--- src/rtl/sentinel_pkg.sv ---
// Shared types and constants for the Sentinel lock: controller state encoding,
// default key and the display segment codes the display driver also uses.
package sentinel_pkg;

    typedef enum logic [1:0] {
        ST_LOCKED   = 2'd0,
        ST_CHECK    = 2'd1,
        ST_UNLOCKED = 2'd2,
        ST_LOCKOUT  = 2'd3
    } sentinel_state_t;

    localparam logic [7:0] KEY_DEFAULT  = 8'hB6;
    localparam logic [7:0] SEG_LOCKED   = 8'hC7;
    localparam logic [7:0] SEG_VERIFIED = 8'hC1;
    localparam logic [7:0] SEG_OFF      = 8'hFF;

    function automatic int unsigned max_u(input int unsigned a, input int unsigned b);
        return (a > b) ? a : b;
    endfunction

endpackage

--- src/rtl/sentinel_timer.sv ---
// Loadable down-counter with terminal-count flag; shared by the unlock window
// and the lockout period.
module sentinel_timer #(
    parameter int unsigned WIDTH = 4
) (
    input  logic             clk,
    input  logic             rst_n,
    input  logic             load_i,
    input  logic [WIDTH-1:0] load_val_i,
    input  logic             en_i,
    output logic             zero_o
);

    logic [WIDTH-1:0] count_q;

    always_ff @(posedge clk or negedge rst_n) begin
        if (!rst_n) begin
            count_q <= '0;
        end else if (load_i) begin
            count_q <= load_val_i;
        end else if (en_i && (count_q != '0)) begin
            count_q <= count_q - WIDTH'(1);
        end
    end

    assign zero_o = (count_q == '0);

endmodule

--- src/rtl/sentinel_auth_ctrl.sv ---
// Authorization sequencer: meters key attempts, opens a timed unlock window on
// a match and imposes a timed lockout after MAX_FAILS consecutive misses.
//
// state       | meaning
// ------------+-----------------------------------------------------------
// ST_LOCKED   | idle, waiting for a key strobe
// ST_CHECK    | one cycle comparing the latched key against KEY
// ST_UNLOCKED | unlock window running; strobes re-evaluated in place
// ST_LOCKOUT  | too many failures; strobes ignored until the timer expires
module sentinel_auth_ctrl
    import sentinel_pkg::*;
#(
    parameter logic [7:0]  KEY            = KEY_DEFAULT,
    parameter int unsigned MAX_FAILS      = 3,
    parameter int unsigned UNLOCK_CYCLES  = 1_000_000,
    parameter int unsigned LOCKOUT_CYCLES = 10_000_000,
    localparam int unsigned FCW           = $clog2(MAX_FAILS + 1)
) (
    input  logic           clk,
    input  logic           rst_n,
    input  logic           ena_i,
    input  logic [7:0]     key_in_i,
    input  logic           key_strobe_i,
    output logic           unlocked_o,
    output logic           lockout_o,
    output logic [FCW-1:0] fail_count_o,
    output logic           attempt_done_o,
    output logic           attempt_ok_o,
    output logic [1:0]     state_o
);

    localparam int unsigned TMR_MAX = max_u(UNLOCK_CYCLES, LOCKOUT_CYCLES);
    localparam int unsigned TW      = ($clog2(TMR_MAX) < 1) ? 1 : $clog2(TMR_MAX);

    localparam logic [TW-1:0]  UNLOCK_LOAD  = TW'(UNLOCK_CYCLES - 1);
    localparam logic [TW-1:0]  LOCKOUT_LOAD = TW'(LOCKOUT_CYCLES - 1);
    localparam logic [FCW-1:0] FAIL_LAST    = FCW'(MAX_FAILS - 1);
    localparam logic [FCW-1:0] FAIL_SAT     = FCW'(MAX_FAILS);

    sentinel_state_t state_q, state_d;
    logic [FCW-1:0]  fail_count_q, fail_count_d;
    logic [7:0]      key_latch_q, key_latch_d;
    logic            attempt_done_q, attempt_done_d;
    logic            attempt_ok_q, attempt_ok_d;
    logic            unlocked_q, unlocked_d;
    logic            lockout_q, lockout_d;

    logic            tmr_load;
    logic [TW-1:0]   tmr_load_val;
    logic            tmr_en;
    logic            tmr_zero;

    sentinel_timer #(.WIDTH(TW)) u_timer (
        .clk        (clk),
        .rst_n      (rst_n),
        .load_i     (tmr_load),
        .load_val_i (tmr_load_val),
        .en_i       (tmr_en),
        .zero_o     (tmr_zero)
    );

    always_ff @(posedge clk or negedge rst_n) begin
        if (!rst_n) begin
            state_q        <= ST_LOCKED;
            fail_count_q   <= '0;
            key_latch_q    <= '0;
            attempt_done_q <= 1'b0;
            attempt_ok_q   <= 1'b0;
            unlocked_q     <= 1'b0;
            lockout_q      <= 1'b0;
        end else begin
            state_q        <= state_d;
            fail_count_q   <= fail_count_d;
            key_latch_q    <= key_latch_d;
            attempt_done_q <= attempt_done_d;
            attempt_ok_q   <= attempt_ok_d;
            unlocked_q     <= unlocked_d;
            lockout_q      <= lockout_d;
        end
    end

    always_comb begin
        state_d        = state_q;
        fail_count_d   = fail_count_q;
        key_latch_d    = key_latch_q;
        attempt_done_d = 1'b0;
        attempt_ok_d   = attempt_ok_q;
        tmr_load       = 1'b0;
        tmr_load_val   = UNLOCK_LOAD;
        tmr_en         = 1'b0;

        // With ena low everything holds, including the timer and any lockout.
        if (ena_i) begin
            case (state_q)
                ST_LOCKED: begin
                    if (key_strobe_i) begin
                        key_latch_d = key_in_i;
                        state_d     = ST_CHECK;
                    end
                end
                ST_CHECK: begin
                    attempt_done_d = 1'b1;
                    attempt_ok_d   = (key_latch_q == KEY);
                    if (key_latch_q == KEY) begin
                        fail_count_d = '0;
                        tmr_load     = 1'b1;
                        tmr_load_val = UNLOCK_LOAD;
                        state_d      = ST_UNLOCKED;
                    end else if (fail_count_q < FAIL_LAST) begin
                        fail_count_d = fail_count_q + FCW'(1);
                        state_d      = ST_LOCKED;
                    end else begin
                        fail_count_d = FAIL_SAT;
                        tmr_load     = 1'b1;
                        tmr_load_val = LOCKOUT_LOAD;
                        state_d      = ST_LOCKOUT;
                    end
                end
                ST_UNLOCKED: begin
                    // A strobe takes priority over window expiry in the same cycle.
                    if (key_strobe_i) begin
                        key_latch_d    = key_in_i;
                        attempt_done_d = 1'b1;
                        attempt_ok_d   = (key_in_i == KEY);
                        if (key_in_i == KEY) begin
                            tmr_load     = 1'b1;
                            tmr_load_val = UNLOCK_LOAD;
                        end else begin
                            state_d = ST_LOCKED;
                        end
                    end else if (tmr_zero) begin
                        state_d = ST_LOCKED;
                    end else begin
                        tmr_en = 1'b1;
                    end
                end
                ST_LOCKOUT: begin
                    if (tmr_zero) begin
                        fail_count_d = '0;
                        state_d      = ST_LOCKED;
                    end else begin
                        tmr_en = 1'b1;
                    end
                end
            endcase
        end

        unlocked_d = ena_i && (state_d == ST_UNLOCKED);
        lockout_d  = (state_d == ST_LOCKOUT);
    end

    assign unlocked_o     = unlocked_q;
    assign lockout_o      = lockout_q;
    assign fail_count_o   = fail_count_q;
    assign attempt_done_o = attempt_done_q;
    assign attempt_ok_o   = attempt_ok_q;
    assign state_o        = state_q;

endmodule

--- config.mk ---
export PLATFORM = sky130hd
export DESIGN_NAME = sentinel_auth_ctrl
export DESIGN_NICKNAME = d
export VERILOG_FILES = /design/src/rtl/sentinel_pkg.sv /design/src/rtl/sentinel_timer.sv /design/src/rtl/sentinel_auth_ctrl.sv
export SDC_FILE = /design/constraint.sdc
export NUM_CORES = 1
export LEC_CHECK = 0
export CORE_UTILIZATION = 41
export CTS_CLUSTER_DIAMETER = 120
export DETAILED_ROUTE_END_ITERATION = 10
export PLACE_DENSITY = 0.6
export SLEW_MARGIN = 0
export SYNTH_ARGS = -nofsm -noshare
export SYNTH_HDL_FRONTEND = slang
export SYNTH_SLANG_ARGS = --single-unit
--- constraint.sdc ---
create_clock -name clk -period 2.07 [get_ports clk]
set_clock_uncertainty 0.15 [all_clocks]
set_input_delay 0.414 -clock clk [delete_from_list [all_inputs] [get_ports clk]]
set_output_delay 0.414 -clock clk [all_outputs]
set_load 0.03 [all_outputs]
======== Word-level counts from Yosys, hierarchy flattened ========
Cells that the tools add are included.
operators by class
  muxes and demuxes ....................... 33
  add/subtract/negate cells ............... 2
  reductions and logical operators ........ 12
  $lt $le $gt $ge ......................... 1
  equal/unequal tests ..................... 9
operators by type and width
  kind                   count
  $mux 24                6
  $logic_not 24->1       1
  $reduce_bool 24->1     1
  $sub 24x1->24 const B  1
  $mux 2                 10
  $eq 8x8->1 const B     2
  $mux 1                 11
  $reduce_and 3->1       3
  $eq 2x2->1 const B     4
  $pmux 1 s2             4
  $pmux 2 s4             1
  $reduce_bool 2->1      3
  $ne 2x2->1 const B     2
  $pmux 2 s2             1
  $add 2x1->2 const B    1
  $eq 2x1->1 const B     1
  $logic_and 1x1->1      2
  $logic_not 2->1        1
  $lt 2x2->1 const B     1
  $reduce_or 2->1        1
word-level totals
  logic and storage cells ................. 65
  bits in registers ....................... 40

======== Longest topological paths before layout ========
  word-level depth ........................ 8
  depth in mapped cells ................... 9

======== Cells and area by module ========
A second synthesis with hierarchy kept.
second synthesis, totals
  cells, all modules ...................... 259
  area, all modules ....................... 2,444.8 um2
modules (own cells, without submodules)
  module              times used  sequential area each (um2)  area each (um2)  cells an instance
  sentinel_timer      1           600.6                       1,492.7          168
  sentinel_auth_ctrl  1           400.4                       952.2            91

======== Worst setup path after synthesis ========
Ideal clock, no wire load.
  kind .................................... register to register
  start ................................... reg state_q[0] (netlist: state_o[0])
  end ..................................... reg u_timer.count_q[23]
  arrival time ............................ 2.277 ns
  slack ................................... -0.426 ns
  data required time ...................... 1.851 ns
  path buffers ............................ 1
  stages on the path, launching flop included .. 9
  cell sequence ........................... dfrtp_1 -> inv_1 -> ha_1 -> and2_1 -> and3_1 -> a22o_1 -> buf_2 -> or4_1 -> nand3_1
between the ends
  longest elaborated chain between the ends .. 5
  elaborated cells between the ends (all ways) .. 12
  those cells by class .................... 3 x eq/ne; 7 x mux; 2 x reduce/logical
RTL lines
  item                         line                      RTL
  start: declaration           sentinel_auth_ctrl.sv:40  sentinel_state_t state_q, state_d;
  start signal: assignment     sentinel_auth_ctrl.sv:72  state_q <= state_d;
  $eq 2x2->1                   sentinel_auth_ctrl.sv:94  case (state_q)
  $pmux 1 s2                   sentinel_auth_ctrl.sv:94
  $mux 1                       sentinel_auth_ctrl.sv:93  if (ena_i) begin
  $logic_and 1x1->1            sentinel_timer.sv:21      end else if (en_i && (count_q != '0)) begin
  $reduce_bool 2->1 (no line)  -
  end signal: assignment       sentinel_timer.sv:20      count_q <= load_val_i;
  end signal: assignment       sentinel_timer.sv:22      count_q <= count_q - WIDTH'(1);
  end: declaration             sentinel_timer.sv:14      logic [WIDTH-1:0] count_q;
Several ways; a longest one is shown, not always the timed one.
A chain may end at the register's enable or synchronous reset.

======== Worst setup path in the final report ========
  start ................................... reg u_timer.count_q[14]
  end ..................................... reg lockout_q (netlist: lockout_o)
between the ends
  longest elaborated chain between the ends .. 6
RTL lines
  item                    line                                                  RTL
  $logic_not 24->1 *      sentinel_timer.sv:26                                  assign zero_o = (count_q == '0);
  $mux 2 *                sentinel_auth_ctrl.sv:131, sentinel_auth_ctrl.sv:138
  $mux 2                  sentinel_auth_ctrl.sv:121                             if (key_strobe_i) begin
  $pmux 2 s4 *            sentinel_auth_ctrl.sv:94
  $mux 2 *                sentinel_auth_ctrl.sv:93
  $eq 2x2->1 *            sentinel_auth_ctrl.sv:149                             lockout_d = (state_d == ST_LOCKOUT);
  via lockout_d           sentinel_auth_ctrl.sv:46                              logic lockout_q, lockout_d;
  end signal: assignment  sentinel_auth_ctrl.sv:78                              lockout_q <= lockout_d;
  end: declaration        sentinel_auth_ctrl.sv:46
Mark *: on every way through the listed nets, which the timed path passes. The rest lies on a longest branch.

==> metrics.txt <==
status finished with violations; failing checks negative setup slack; 1st-pass router iterations 4; top-count cell post-synth dfrtp_1; list of most frequent post-synthesis cells 40 x dfrtp_1, 19 x nand2_1, 11 x a21oi_1; placed cell area 0.00339 sq mm; Post-DRT Antenna Nets 0; highest clock rate around 430 MHz; sequential fraction of the synthesis area approximately two fifths; clk slew on worst S/H paths 0.08 ns; Lkg Pwr ~1.7 nW; worst hold endpoint key_latch_q[6]$_DFFE_PN0P_; main area contributors after synthesis dfrtp_1 41%, mux2_2 3.7%, ha_1 3.6%, nand2_1 3.0%, or4_1 2.8%; Via Count approximately 2700; pwr dens between 1000 and 1500 mW/mm^2; Core Box Area roughly 0.0056 sq mm; IO buf count 19; post-synth top area cell dfrtp_1; max_slew headroom 66.1%; Root Buffer clkbuf_8; Worst Path Max Fanout 6; Mapped Area 0.00241 sq mm; Cell Rows 27; count of max-cap constraint violations 0; Tot GR Track Use 25.5%; worst setup path class flop to flop; max incr delay on CP 0.43 ns; Post-synth EDFFs 0; synth unique cells 61; Seq cells post-synth 40; IO Pins 20; total congestion overflow 0; height of the die slightly below 80 um; CP Launch Type flop; CP Data Required Time between 2 and 2.5 ns; HPWL Detailed about 5100 um; final hold vios 0; share of synthesized flip-flops with an asynchronous set or reset 100%; syn_nets 271; Max Root-Sink Buffers 2; Ys Warns 0; vias in the first global route between 2000 and 3000; maximum number of pins on one net before global-route repair 18; reg-to-reg slack, setup -0.28 ns; share of layout cells above drive strength 1 a little over half; clock sink count 40; critical path, cell by cell nor4_4 > nand4_1 > buf_6 > o22ai_4 > buf_4 > a211oi_2 > a211o_1; Skew-Pair Late Insertion Delay 0.29 ns; Mapped Avg Cell Area 9.58 sq um; Hold Crit Start key_in_i[6]; starting density of the core a little over two fifths; RR Startpoint u_timer.count_q[14]$_DFFE_PN0P_; critical path's slowest cell dfrtp_1; Hold Crit Class input port to flop; top cell type's share of synthesized area between 40% and 50%; Worst EP arrival 2.38 ns; H-tree Lvls 2; minimum clock period around 2.3 ns; die area a little over 0.006 sq mm; DR vias/cell about 5.9; TritonCTS Buffers 5; final setup fails 24; CTS tree done; Die W slightly below 80 um; R2R cell count 7; Iter 0 DRT Violations roughly 150; Main synth FF type dfrtp_1; R2R Path End lockout_o$_DFF_PN0_; fillers 377; routed length per placed instance 18.2 um; Final period util 114%; Worst Setup End Kind flop; final slew viol count 0; first-pass GRT wire length 12200 um; RSZ-0062 raised after global routing yes; Gate Count Post-Synth 252; DRT Wirelength between 8000 and 9000 um; setup total negative slack -3.30 ns; Worst IR Drop VDD around 0.00085 V; Nets about 400; Hold Path Stages 2; drt drc 0; Ant. Diodes 0; Post-Layout Inst Area around 0.0042 sq mm; setup ws final -0.280 ns; antenna violations before repair 0; DP Cell Count between 400 and 500; Slew @ Worst Pin approximately 0.50 ns; synthesis-to-finish area growth 73.5%; Final Wtd Congestion between 0.9 and 1; Post-Layout Cell Count 458
through the flow:
step	worst slack [ns]	utilization, %	power [mW]	hold WS (ns)
global placement	-0.433	60.8	3.50	0.216
CTS	-0.204	66.3	4.21	0.341
finish	-0.280	75.1	4.86	0.340
floorplan	-0.0809	-	2.47	-0.0316
detailed placement	-0.423	60.8	3.52	0.221
global route	-0.312	75.1	5.14	0.352
layout by cell type, fill, tap and decap left out, types with 3 or more instances in the layout:
cell type         n
o21ai_4           3
or3_1             3
a21oi_1           6
a21oi_2           5
nor3_1            5
buf_4            85
a31oi_1           6
buf_6            27
or4_1             6
or4_4             3
nor3_2            3
ha_1              4
ha_4              3
nand2b_1          4
nor2_1           10
dfrtp_1          38
o211ai_1          4
nand3_1           6
o31ai_1           7
nand2_2           3
inv_1             5
mux2_2            8
o21ai_1           4
nand2_1          15
clkbuf_8          6
nand3_2           4
dlygate4sd2_1     8
nand4b_1          3
o21ai_0           7
clkdlybuf4s50_1   9
nor4_4            7
o21ai_2           6
cell families (layout without fill, tap and decap cells):
| group | after synthesis | count (layout) | synth area share (%) |
|---|---|---|---|
| AO/OA/AOI/OAI | 75 | 77 | 21.4 |
| XOR/XNOR | 2 | 2 | 0.726 |
| adder cells (fa/ha/maj) | 7 | 7 | 3.63 |
| buffers and inverters | 16 | 148 | 2.85 |
| flip-flops | 40 | 40 | 41.5 |
| multiplexers | 9 | 9 | 4.15 |
| AND/OR/NAND/NOR | 103 | 103 | 25.8 |
routing by layer:
layer  GRT usage, %  vias to the layer above  routed length (um)
li1               -                     1255                   -
met1           31.0                     1341                3560
met5              0                        -                   0
met3           3.56                       27                 301
met4           11.5                        0                 257
met2           44.4                       78                4230
sequential cells by signal (all words and copies together), names as in the netlist:
name / cells
fail_count_o: 2
u_timer.count_q: 24
attempt_done_o: 1
key_latch_q: 8
lockout_o: 1
attempt_ok_o: 1
state_o: 2
unlocked_o: 1
cell type report:
class,instances,area (sq um),share of cell area [%]
inverters,7,28.8,0.687
repair buffers,133,1150,27.5
flip-flops and latches,40,1000,24.0
clock buffers,8,90.1,2.15
multi-input cells,198,1820,43.6
well taps,72,90.1,2.15
worst max-delay path by stage:
stage                     slack, ns                             from                               to
after CTS                     -0.20  u_timer.count_q[10]$_DFFE_PN0P_  u_timer.count_q[22]$_DFFE_PN0P_
after global placement        -0.43                      key_in_i[2]  u_timer.count_q[17]$_DFFE_PN0P_
after detailed placement      -0.42  u_timer.count_q[13]$_DFFE_PN0P_  u_timer.count_q[14]$_DFFE_PN0P_
final                         -0.28  u_timer.count_q[14]$_DFFE_PN0P_              lockout_o$_DFF_PN0_
after floorplan               -0.08             state_o[1]$_DFF_PN0_  u_timer.count_q[23]$_DFFE_PN0P_
after global routing          -0.31  u_timer.count_q[14]$_DFFE_PN0P_              lockout_o$_DFF_PN0_
worst max-delay path, delay by kind of cell (launching register included):
| family | cells | cell delay (ns) |
|---|---|---|
| AO/OA/AOI/OAI | 3 | 0.61 |
| buffers and inverters | 2 | 0.39 |
| flip-flops | 1 | 0.43 |
| AND/OR/NAND/NOR | 2 | 0.65 |
report_power, final:
| part | internal [mW] | switching (mW) | total, mW |
|---|---|---|---|
| sequential | 1.07 | 0.249 | 1.32 |
| clock | 0.272 | 0.280 | 0.553 |
| combinational | 1.55 | 1.44 | 2.99 |
repair_timing:
action                                  CTS  global route
hold endpoints to repair                 15             0
resized for setup                        31            82
endpoints found under the setup margin   27            31
setup buffers                            12            17
gates cloned                              1             1
pin swaps                                10            52
hold buffers                              1             0
Power figures use the tool's default switching activity.
==> RTL edit 1 (same flow settings) <==
The parameter `MAX_FAILS` goes from 3 to 5.
--- a/src/rtl/sentinel_auth_ctrl.sv
+++ b/src/rtl/sentinel_auth_ctrl.sv
@@ -11,7 +11,7 @@
     import sentinel_pkg::*;
 #(
     parameter logic [7:0]  KEY            = KEY_DEFAULT,
-    parameter int unsigned MAX_FAILS      = 3,
+    parameter int unsigned MAX_FAILS      = 5,
     parameter int unsigned UNLOCK_CYCLES  = 1_000_000,
     parameter int unsigned LOCKOUT_CYCLES = 10_000_000,
     localparam int unsigned FCW           = $clog2(MAX_FAILS + 1)
Ports: changed (resized fail_count_o); port bits go from 20 to 21. The function was not compared with the original's and may differ.
==> RTL edit 1 against the original RTL <==
- via count decreased by 7.9%
- sequential cell count up 1
- non-clock buffer count decreased by 29
- design area decreased by 8.6%
- routed wire length is 16% lower
- worst setup slack improved by 0.28 ns
- area after synthesis increased by 4.9%
- total power down 6.9%
==> RTL edit 1: results (changes against the original RTL) <==
cts:
  cts.htree.levels: 2  # unchanged
  root_buffer: "clkbuf_8"  # unchanged
  clock_latency_ns: 0.31  # was 0.29 ns
  clk_path_buf_depth: 2  # unchanged
  cts_buffers: 5  # unchanged
synthesis:
  ys_seq_area_share_pct: 40.5  # was 41.5%
  netlist_top_cells_area: "dfrtp_1 (41%), mux2_2 (4.4%), ha_1 (4.0%), o21ai_0 (3.2%), nand2_1 (3.1%)"  # was dfrtp_1 (41%), mux2_2 (3.7%), ha_1 (3.6%), nand2_1 (3.0%), or4_1 (2.8%)
  synth_fp_nets: 281  # was 271
  yosys-top-cells-count: "dfrtp_1 (41), nand2_1 (21), o21ai_0 (16)"  # was dfrtp_1 (40), nand2_1 (19), a21oi_1 (11)
  ys_warn_count: 0  # unchanged
  yosys.cell_types.count: 58  # was 61
  synth_cells: 261  # was 252
  synth_top_area_share_pct: 40.5  # was 41.5%
final_layout:
  drive_gt1_share_pct: 43.4  # was 52.8%
  diodes: 0  # unchanged
  nets: 383  # was 404
  max_flop_register: "u_timer.count_q"  # unchanged
  n_fill_cell: 487  # was 377
  largest_reg_flops: 24  # unchanged
power:
  leakagePower_nw: 1.59  # was 1.71 nW
  vdd_ir_drop_max_mv: 0.756  # was 0.849 mV
  switchingPower_mw: 1.83  # was 1.97 mW
place:
  post-dp-hpwl_um: 4960  # was 5090 um
  globalplace.congestion: 0.883  # was 0.904
  post-place-ws_ns: -0.323  # was -0.423 ns
  portBuffers: 20  # was 19
  placed_cells: 421  # was 422
  postPlaceCellArea_um2: 3400  # was 3390 um^2
routing:
  viasPerCell: 5.67  # was 5.90
  drt-total-wl_um: 7020  # was 8350 um
  vias: 2487  # was 2701
  drtIter0Drc: 175  # was 152
worst_setup_path:
  worstPathMaxFanout: 6  # unchanged
grt:
  grt_pass1_vias: 2327  # was 2613
  grt_start_max_net_pins: 24  # was 18
  track_usage_pct: 22.6  # was 25.5%
  grt_pass1_wl_um: 11000  # was 12200 um
hold_path:
  min_path_type: "reg -> reg"  # was in -> reg
outcome:
  outcome: "finished, final reports clean"  # was finished with violations
timing:
  slew_headroom_pct: 69.1  # was 66.1%
  setup_viol: 0  # was 24
RTL edit 1: cell count changes after synthesis, moves of 4 or more:
cell      change
a211oi_1      +4
nand3_1       -6
nor4_1        -4
o21ai_0       +7
o21ai_1       -5
or4_1         -5
RTL edit 1: critical path, stage by stage, from the launching register on:
cell	delay [ns]
dfrtp_1	0.43
nor4_2	0.07
buf_4	0.15
and4_1	0.19
buf_6	0.14
a21oi_4	0.32
o21ai_1	0.12
buf_4	0.16
o22a_1	0.21
RTL edit 1: area by class of cell:
type / instances / area, um^2 / share of cell area [%]
clock buffers: 6 / 72.6 / 1.90
clock inverters: 2 / 10.0 / 0.262
inverters: 8 / 32.5 / 0.850
multi-input cells: 203 / 1710 / 44.7
flip-flops and latches: 41 / 1030 / 26.9
well taps: 75 / 93.8 / 2.45
repair buffers: 104 / 880 / 23.0
RTL edit 1: cell families after synthesis:
| kind of cell | synth area share [%] |
|---|---|
| AO/OA/AOI/OAI | 19.3 |
| adder cells (fa/ha/maj) | 3.95 |
| buffers and inverters | 3.31 |
| multiplexers | 5.68 |
| XOR/XNOR | 2.08 |
| AND/OR/NAND/NOR | 25.2 |
| flip-flops | 40.5 |
RTL edit 1: worst paths after layout:
kind	slack, ns	start	depth (start not counted)	end
max reg2reg	0.001	u_timer.count_q[10]	8	u_timer.count_q[6]
max	0.001	u_timer.count_q[10]	8	u_timer.count_q[6]
max in group asynchronous	0.84	rst_n	3	state_o[1]
min reg2reg	0.35	key_latch_q[1]	1	key_latch_q[1]
min	0.35	key_latch_q[1]	1	key_latch_q[1]
min in group asynchronous	0.43	rst_n	2	u_timer.count_q[17]
RTL edit 1: power by group through the flow:
stage	Clock, mW	Sequential, mW	Combinational, mW
6_report	0.533	1.40	2.60
5_1_grt	0.578	1.43	2.82
3_3_place_gp	0	1.37	2.18
2_1_floorplan	0	1.50	1.09
3_5_place_dp	0	1.37	2.21
4_1_cts	0.542	1.36	2.25
RTL edit 1: repair_timing:
action                                  CTS  global route
cloned                                    1             0
endpoints found under the hold margin    18             0
endpoints found under the setup margin   18            29
setup buffers                             1             9
resized for setup                         9            50
pin swaps                                 6            32
hold buffers                              1             0
RTL edit 1: layer usage:
layer / up-vias / GRT usage (%) / wire [um]
li1: 1200 / - / -
met1: 1237 / 31.5 / 3440
met5: - / 0 / 0
met3: 10 / 3.98 / 176
met2: 40 / 35.5 / 3310
met4: 0 / 6.61 / 93
RTL edit 1: through the flow:
stage,hold slack [ns],power [mW]
after global placement,0.235,3.55
final,0.355,4.53
after CTS,0.358,4.15
after global routing,0.366,4.83
after floorplan,-0.0316,2.59
after detailed placement,0.238,3.58
==> RTL edit 2 (same settings) <==
Made on the original files. Take the reset off `key_latch_q` and load it in a clocked block of its own.
--- a/src/rtl/sentinel_auth_ctrl.sv
+++ b/src/rtl/sentinel_auth_ctrl.sv
@@ -63,7 +63,6 @@
         if (!rst_n) begin
             state_q        <= ST_LOCKED;
             fail_count_q   <= '0;
-            key_latch_q    <= '0;
             attempt_done_q <= 1'b0;
             attempt_ok_q   <= 1'b0;
             unlocked_q     <= 1'b0;
@@ -71,12 +70,15 @@
         end else begin
             state_q        <= state_d;
             fail_count_q   <= fail_count_d;
-            key_latch_q    <= key_latch_d;
             attempt_done_q <= attempt_done_d;
             attempt_ok_q   <= attempt_ok_d;
             unlocked_q     <= unlocked_d;
             lockout_q      <= lockout_d;
         end
+    end
+
+    always_ff @(posedge clk) begin
+        key_latch_q <= key_latch_d;
     end
 
     always_comb begin
Check against the original RTL: no difference found for any inputs over 10 cycles, from zero or initial values and one cycle with rst_n low; that may be too few to reach the edited logic, so the function may still have changed.
==> RTL edit 2 against the original RTL <==
- the run still ends with setup timing left
- final cell count down 11%
- area after synthesis is 1.7% lower
- utilization fell by 9.4 points
- global-route usage decreased by 2.9 points
- design area down 13%
- largest power group unchanged
- sequential cell count stayed put
- count of clock-buffer cells in the layout is 2 lower
- routed wire length decreased by 17%
- synthesized cell count decreased by 6.7%
- total power fell by 18%
- sequential share of layout area rose by 4.7 points
- worst setup slack gained 0.24 ns
==> RTL edit 2: results (changes against the original RTL) <==
final_layout:
  drive_gt1_share_pct: 42.6  # was 52.8%
  nets: 354  # was 404
  n_fill_cell: 447  # was 377
routing:
  drtIter0Drc: 127  # was 152
  wl_per_cell_um: 16.9  # was 18.2 um
  drt-total-wl_um: 6910  # was 8350 um
  viasPerCell: 5.78  # was 5.90
timing:
  worst_slack_ns: -0.0368  # was -0.280 ns
  hold_slack_ns: 0.367  # was 0.340 ns
  tightestPinTransition_ns: 0.466  # was 0.504 ns
  final.setup.tns_ns: -0.0524  # was -3.30 ns
  setup_viol: 4  # was 24
synthesis:
  postSynthAreaPerCell_um2: 10.1  # was 9.58 um^2
  synth_fp_nets: 254  # was 271
  netlist_top_cells_area: "dfrtp_1 (34%), edfxtp_1 (10%), o31ai_1 (3.8%), ha_1 (3.7%), nor3_4 (3.4%)"  # was dfrtp_1 (41%), mux2_2 (3.7%), ha_1 (3.6%), nand2_1 (3.0%), or4_1 (2.8%)
  synth-compound-area-share_pct: 20.3  # was 21.4%
  synth_fa_ha_area_share_pct: 3.69  # was 3.63%
  synth_mux_area_share_pct: 0.897  # was 4.15%
  ys_seq_area_share_pct: 43.9  # was 41.5%
  synth_edf_count: 8  # was 0
  yosys-top-cells-count: "dfrtp_1 (32), nor2_1 (16), a21oi_1 (14)"  # was dfrtp_1 (40), nand2_1 (19), a21oi_1 (11)
  yosys.cell_types.count: 54  # was 61
  async_flop_share_pct: 80.0  # was 100%
  synth_xor_area_share_pct: 1.11  # was 0.726%
grt:
  grt_pass1_wl_um: 10600  # was 12200 um
  track_usage_pct: 22.6  # was 25.5%
  grt_pass1_vias: 2239  # was 2613
  grt_start_max_net_pins: 33  # was 18
place:
  post-place-ws_ns: -0.450  # was -0.423 ns
  globalplace.congestion: 0.861  # was 0.904
  portBuffers: 19  # unchanged
  placed_cells: 390  # was 422
  postPlaceCellArea_um2: 3180  # was 3390 um^2
  post-dp-hpwl_um: 4650  # was 5090 um
hold_path:
  min_path_type: "in -> async"  # was in -> reg
worst_setup_path:
  critical_path.reg2reg.startpoint: "u_timer.count_q[1]"  # was u_timer.count_q[14]
  crit_arrival_ns: 2.17  # was 2.38 ns
  crit_path_end: "u_timer.count_q[10]"  # was lockout_o
  reg2reg_depth: 9  # was 7
power:
  vdd_ir_drop_max_mv: 0.679  # was 0.849 mV
  p_int_mw: 2.43  # was 2.89 mW
  leakagePower_nw: 1.46  # was 1.71 nW
outcome:
  violations: "setup timing"  # unchanged
  outcome: "finished with violations"  # unchanged
cts:
  cts_buffers: 5  # unchanged
-- RTL edit 2: cell count changes after synthesis, sizes merged, moves of 4 or more --
| cell | change |
|---|---|
| nand2 | -6 |
| mux2 | -7 |
| dfrtp | -8 |
| o31ai | +5 |
| o21ai | -8 |
| nor4 | -6 |
| edfxtp | +8 |
| nand2b | -4 |
| and2 | -4 |
| nor2 | +7 |
-- RTL edit 2: cell type report --
| cell class | instances | area [um^2] | area share, % |
|---|---|---|---|
| sequential | 40 | 1040 | 28.7 |
| timing repair buffer | 99 | 861 | 23.7 |
| inverter | 10 | 37.5 | 1.03 |
| multi-input combinational | 179 | 1500 | 41.2 |
| tap | 72 | 90.1 | 2.48 |
| clock inverter | 2 | 35.0 | 0.963 |
| clock buffer | 6 | 72.6 | 1.99 |
-- RTL edit 2: per-layer routing --
metal	GRT usage [%]	up-vias	part of all wire, %
met3	4.77	16	6.3
met4	7.22	0	2.3
met5	0	-	0
met1	31.4	1145	46
li1	-	1124	-
met2	35.1	74	46
-- RTL edit 2: repair_timing --
item / in CTS / in global routing
setup endpoints to repair: 22 / 29
buffers inserted: 1 / 7
hold endpoints to repair: 0 / 0
resized for setup: 15 / 43
pin swaps: 4 / 29
cloned: 2 / 0
-- RTL edit 2: worst max-delay path: stages (launching register included) --
cell and delay, ns:
dfrtp_1 0.39, inv_2 0.09, ha_4 0.15, nand2b_4 0.05
nand4b_1 0.20, buf_6 0.17, o31ai_4 0.40, buf_4 0.21
o21ai_2 0.05, a31oi_1 0.17
-- RTL edit 2: power by group through the flow --
stage	registers [mW]	clock network [mW]	logic (mW)
floorplan	1.40	0	0.868
global route	1.30	0.688	2.27
finish	1.27	0.638	2.09
CTS	1.26	0.652	1.95
detailed placement	1.27	0	1.87
global placement	1.27	0	1.84
